**src/rtl/bus_arbiter8_pkg.sv**
```systemverilog
// Shared definitions for the 8-way round-robin bus arbiter: state encoding,
// default hold limit and the rotating priority search.
package bus_arbiter8_pkg;

  localparam int unsigned MAX_HOLD_DEFAULT = 16;

  typedef enum logic {
    ST_IDLE = 1'b0,
    ST_BUSY = 1'b1
  } state_t;

  typedef struct packed {
    logic       found;
    logic [2:0] idx;
  } pick_t;

  // Scans from the highest offset down so the lowest offset from ptr wins last.
  function automatic pick_t rr_pick(input logic [7:0] req, input logic [2:0] ptr);
    pick_t      p;
    logic [2:0] k;
    p = '0;
    for (int i = 7; i >= 0; i--) begin
      k = ptr + 3'(i);
      if (req[k]) begin
        p.found = 1'b1;
        p.idx   = k;
      end
    end
    return p;
  endfunction

endpackage

```
**src/rtl/bus_arbiter8_dec.sv**
```systemverilog
// 3-to-8 one-hot decoder with enable; all outputs low when disabled.
module bus_arbiter8_dec (
  input  logic [2:0] idx,
  input  logic       en,
  output logic [7:0] onehot
);

  assign onehot = en ? (8'b1 << idx) : 8'b0;

endmodule

```
**src/rtl/bus_arbiter8.sv**
```systemverilog
// Round-robin arbiter for one shared bus: one-cycle grant latency, hold limit
// with timeout pulse, and a mandatory one-cycle turnaround gap after release.
module bus_arbiter8
  import bus_arbiter8_pkg::*;
#(
  parameter int unsigned MAX_HOLD = MAX_HOLD_DEFAULT
) (
  input  logic       clk,
  input  logic       rst,
  input  logic [7:0] req,
  input  logic       done,
  output logic [7:0] gnt,
  output logic [2:0] gnt_idx,
  output logic       gnt_valid,
  output logic       timeout
);

  localparam logic [7:0] HOLD_LAST = 8'(MAX_HOLD - 1);

  state_t     state_q, state_d;
  logic [2:0] ptr_q, ptr_d;
  logic [7:0] hold_q, hold_d;
  logic [2:0] idx_q, idx_d;
  logic       timeout_q, timeout_d;

  pick_t      pick;
  logic       owner_release;
  logic       at_limit;

  assign pick          = rr_pick(req, ptr_q);
  assign owner_release = done || !req[idx_q];
  assign at_limit      = (hold_q == HOLD_LAST);

  always_comb begin
    // NOTE: every output of this block gets a default first so no path can infer a latch.
    state_d   = state_q;
    ptr_d     = ptr_q;
    hold_d    = hold_q;
    idx_d     = idx_q;
    timeout_d = 1'b0;

    case (state_q)
      ST_IDLE: begin
        if (pick.found) begin
          state_d = ST_BUSY;
          idx_d   = pick.idx;
          ptr_d   = pick.idx + 3'd1;
          hold_d  = '0;
        end
      end
      ST_BUSY: begin
        if (owner_release || at_limit) begin
          // Always fall back to IDLE for one turnaround cycle, even with requests pending.
          state_d   = ST_IDLE;
          idx_d     = '0;
          hold_d    = '0;
          timeout_d = at_limit && !owner_release;
        end else begin
          hold_d = hold_q + 8'd1;
        end
      end
      default: state_d = ST_IDLE;
    endcase
  end

  always_ff @(posedge clk) begin
    // NOTE: sequential state uses non-blocking assignments so all registers update together.
    if (rst) begin
      state_q   <= ST_IDLE;
      ptr_q     <= '0;
      hold_q    <= '0;
      idx_q     <= '0;
      timeout_q <= 1'b0;
    end else begin
      state_q   <= state_d;
      ptr_q     <= ptr_d;
      hold_q    <= hold_d;
      idx_q     <= idx_d;
      timeout_q <= timeout_d;
    end
  end

  assign gnt_valid = (state_q == ST_BUSY);
  assign gnt_idx   = idx_q;
  assign timeout   = timeout_q;

  bus_arbiter8_dec u_dec (
    .idx    (idx_q),
    .en     (gnt_valid),
    .onehot (gnt)
  );

endmodule

```
**config.mk**
```make
export PLATFORM = sky130hd
export DESIGN_NAME = bus_arbiter8
export DESIGN_NICKNAME = d
export VERILOG_FILES = /design/src/rtl/bus_arbiter8_pkg.sv /design/src/rtl/bus_arbiter8_dec.sv /design/src/rtl/bus_arbiter8.sv
export SDC_FILE = /design/constraint.sdc
export NUM_CORES = 1
export LEC_CHECK = 0
export CAP_MARGIN = 20
export CORE_ASPECT_RATIO = 1.75
export CORE_MARGIN = 2
export CORE_UTILIZATION = 44
export DETAILED_ROUTE_END_ITERATION = 8
export DONT_BUFFER_PORTS = 1
export SETUP_SLACK_MARGIN = 0.05
export SKIP_CTS_REPAIR_TIMING = 1
export SYNTH_ARGS = -nofsm -noshare
export SYNTH_HDL_FRONTEND = slang
export SYNTH_HIERARCHICAL = 1
export SYNTH_SLANG_ARGS = --single-unit
```
**constraint.sdc**
```tcl
create_clock -name clk -period 3.5 [get_ports clk]
set_input_delay 0.525 -clock clk [delete_from_list [all_inputs] [get_ports clk]]
set_output_delay 0.525 -clock clk [all_outputs]
set_load 0.1 [all_outputs]
```
==> impl_metrics.csv <==
group,metric,value,unit
global_route,grt_pass1_wl,6.71,mm
pwr,comb_power_share,72.3,%
timing,final.period_utilization,85.7,%
synthesis,synth_cell_types,52,
floorplanning,ios,24,
detailed_routing,routedWlPerCell,19.0,um
synthesis,synth_area,1560,um^2
clocking,cts_tree,"yes",
setup_path,cpPeakStageDelay,0.46,ns
global_route,grtUsageMet1,20.1,%
synthesis,synth_area_leaders,"dfxtp_1 21%, mux4_2 14%, o21ai_0 4.5%",
global_route,gr-usage-all-layers,21.2,%
pwr,clkPwrFrac,10.9,%
global_route,grt-busiest-layer,"met2",
cells_and_area,regArea,320,um^2
detailed_routing,dr.pass1.iters,5,
outcome,outcome,"complete, no violations",
pwr,swShare,52.5,%
setup_path,cp_cell_sequence,"inv_1 -> ha_1 -> mux4_2 -> mux2_2 -> or3_1 -> a31oi_1 -> nor2_1 -> o21ai_0 -> ha_1 -> nor3_1 -> o31ai_1",
synthesis,synth-compound-area-share,22.0,%
global_route,first_global_vias,1448,
cells_and_area,multi_input_area,1170,um^2
min_path,hold_class,"in2reg",
detailed_routing,drtIter0Drc,50,
timing,drv_slew,0,
floorplanning,rows,28,
clocking,cts_buffer_depth,2,
setup_path,crit_arrival,3.17,ns
synthesis,synthMuxAreaShare,21.2,%
min_path,holdPathStages,1,
global_route,antenna_found_initial,0,
clocking,cts_root_buffer,"clkbuf_8",
synthesis,synth_ff_type,"dfxtp_1",
timing,finalHoldWorstSlack,0.332,ns
clocking,cts.sinks,16,
setup_path,required,3.67,ns
synthesis,synth_top_cell_area_share,20.6,%
cells_and_area,layout-drive-gt1-share,23.6,%
synthesis,syn_area_per_cell,8.94,um^2
timing,setup_tns,0,ns
synthesis,synthXorXnorAreaFrac,2.82,%
global_route,use_met3,2.16,%
detailed_routing,wirelength,4.32,mm
pwr,pwr-share-seq,16.7,%
detailed_routing,route.detailed.drc,0,
floorplanning,coreArea,3400,um^2
timing,rsz0062_at_grt,"false",
synthesis,yosys.area.top_type,"dfxtp_1",
synthesis,synth_adder_area_share,3.22,%
detailed_routing,num_vias,1498,
clocking,clock_tree.htree_level_count,1,
clocking,cts_made_buffers,3,
synthesis,async_flop_share,0,%
global_route,gr-total-overflow,0,
clocking,path_clk_slew,0.06,ns
synthesis,mappedNetlistNets,189,
floorplanning,die-width,48.9,um
place,dp_slack,0.563,ns
clocking,clock_latency,0.25,ns
synthesis,yosys_warnings,6,
setup_path,crit_slowest_cell,"ha_1",
synthesis,synthCells,174,
cells_and_area,nFillCells,353,
detailed_routing,drtAntennaViolNets,0,
global_route,use_met2,44.8,%
setup_path,r2r_setup_slack,0.50,ns
place,gp_congestion,0.841,
pwr,power_switching,0.797,mW
place,port_buffers,0,
global_route,grt_max_degree,17,
floorplanning,initial_core_util,45.8,%
timing,hold_viol_final,0,
timing,relSlewSlack,37.1,%
floorplanning,dieArea,4040,um^2
setup_path,critPathMostFrequentCell,"ha_1",
timing,fin_crit,3.00,ns
setup_path,end_kind,"flip-flop",
synthesis,ys_seq_area_share,20.6,%
setup_path,critPathLaunchType,"flip-flop",
run,maxCapViolations,0,
synthesis,synth-edff-count,0,
synthesis,ys_ff_latch,16,
cells_and_area,area_growth,10.9,%
timing,setup_viol,0,
timing,layout_setup_ws,0.499,ns
pwr,powerDensity,881,nW/um^2
setup_path,r2r_cells,11,
timing,finClkSkew,0.00313,ns
synthesis,synth_top_family_by_area,"simple AND/OR/NAND/NOR gates",
pwr,peakVddDrop,0.000506,V
timing,fmax,333,MHz
setup_path,cp_max_fo,8,
place,dp_hpwl,3.38,mm
pwr,leakage,0.654,nW
pwr,internal_power,0.722,mW
cells_and_area,n_antenna_cell,0,
timing,worstMarginPinSlew,0.942,ns
floorplanning,die_h,82.7,um
detailed_routing,avgViaCountPerCell,6.60,
synthesis,synth-simple-area-share,25.5,%
cells_and_area,fin_nets,198,
setup_path,worstSetupPathType,"reg2reg",
-- cell usage in the layout, fill, tap and decap left out, types with 3 or more instances in the layout --
cell type	Yosys	final
nand3b_1	3	3
o21ai_0	14	14
nand3_1	4	4
buf_4	0	12
inv_1	8	8
nand2_1	7	7
mux2i_1	6	6
nor3_1	6	6
nor3b_1	3	3
nor2_1	12	12
ha_1	4	4
a21oi_1	11	11
mux4_2	10	10
a22oi_1	4	4
dfxtp_1	16	16
and3_1	4	4
clkbuf_8	0	4
mux2_2	4	4
or3_1	4	4
o211ai_1	3	3
xor2_1	3	3
-- synth_stat cells, types with 2 or more instances --
cell type and number:
a21oi_1 11, a221o_1 2, a221oi_1 2, a22oi_1 4
a31oi_1 2, and3_1 4, and4b_2 2, and4bb_1 2
buf_2 3, clkbuf_1 4, dfxtp_1 16, ha_1 4
inv_1 8, mux2_2 4, mux2i_1 6, mux4_2 10
nand2_1 7, nand3_1 4, nand3b_1 3, nor2_1 12
nor3_1 6, nor3b_1 3, o211a_1 2, o211ai_1 3
o21ai_0 14, o31ai_1 2, or2_2 2, or3_1 4
or4_4 2, xnor2_1 2, xor2_1 3
-- critical path, delay by kind of cell, from the launching register on --
family                   cells  cell delay [ns]
multiplexers                 2             0.79
AND/OR/NAND/NOR              3             0.45
flip-flops                   1             0.34
adder cells (fa/ha/maj)      2             0.66
AO/OA/AOI/OAI                3             0.61
buffers and inverters        1             0.08
-- metal layers --
metal	vias to the layer above	share of wire, %
li1	702	-
met3	11	2.7
met5	-	0
met2	48	58
met4	0	2.5
met1	737	36
-- layout make-up --
cell class / instances / area share [%]
repair buffers: 12 / 5.22
well taps: 45 / 3.27
flip-flops and latches: 16 / 18.6
multi-input cells: 142 / 68.0
inverters: 8 / 1.74
clock buffers: 4 / 3.19
-- power by group through the flow --
stage / registers [mW] / logic [mW] / clock network [mW]
2_1_floorplan: 0.360 / 0.762 / 0
3_3_place_gp: 0.254 / 1.05 / 0
3_5_place_dp: 0.259 / 1.08 / 0
4_1_cts: 0.255 / 1.08 / 0.171
5_1_grt: 0.259 / 1.18 / 0.176
6_report: 0.254 / 1.10 / 0.166
-- per-stage QoR --
| step | utilization [%] | cell area, um^2 | instances | total power, mW |
|---|---|---|---|---|
| 6_report | 50.7 | 1720 | 227 | 1.52 |
| 5_1_grt | 50.7 | 1720 | 227 | 1.62 |
| 4_1_cts | 50.7 | 1720 | 227 | 1.51 |
| 3_5_place_dp | 49.1 | 1670 | 223 | 1.34 |
| 3_3_place_gp | 49.1 | 1670 | 223 | 1.30 |
| 2_1_floorplan | - | 1560 | 174 | 1.12 |
-- registers in the layout, indices dropped and copies added (netlist names) --
signal,count
timeout,1
ptr_q,3
hold_q,8
gnt_valid,1
gnt_idx,3
-- cells by family (layout without fill, tap and decap cells) --
| logic type | count (synthesis) | count (layout) |
|---|---|---|
| multiplexers | 20 | 20 |
| AO/OA/AOI/OAI | 51 | 51 |
| AND/OR/NAND/NOR | 62 | 62 |
| flip-flops | 16 | 16 |
| adder cells (fa/ha/maj) | 4 | 4 |
| XOR/XNOR | 5 | 5 |
| buffers and inverters | 16 | 24 |
-- path summary, 6_finish.rpt --
| path | from | to |
|---|---|---|
| min reg2reg | hold_q[7] | hold_q[7] |
| max | ptr_q[0] | ptr_q[2] |
| min | rst | ptr_q[1] |
| max reg2reg | ptr_q[0] | ptr_q[2] |
No activity file was read; power rests on OpenSTA's default activity.
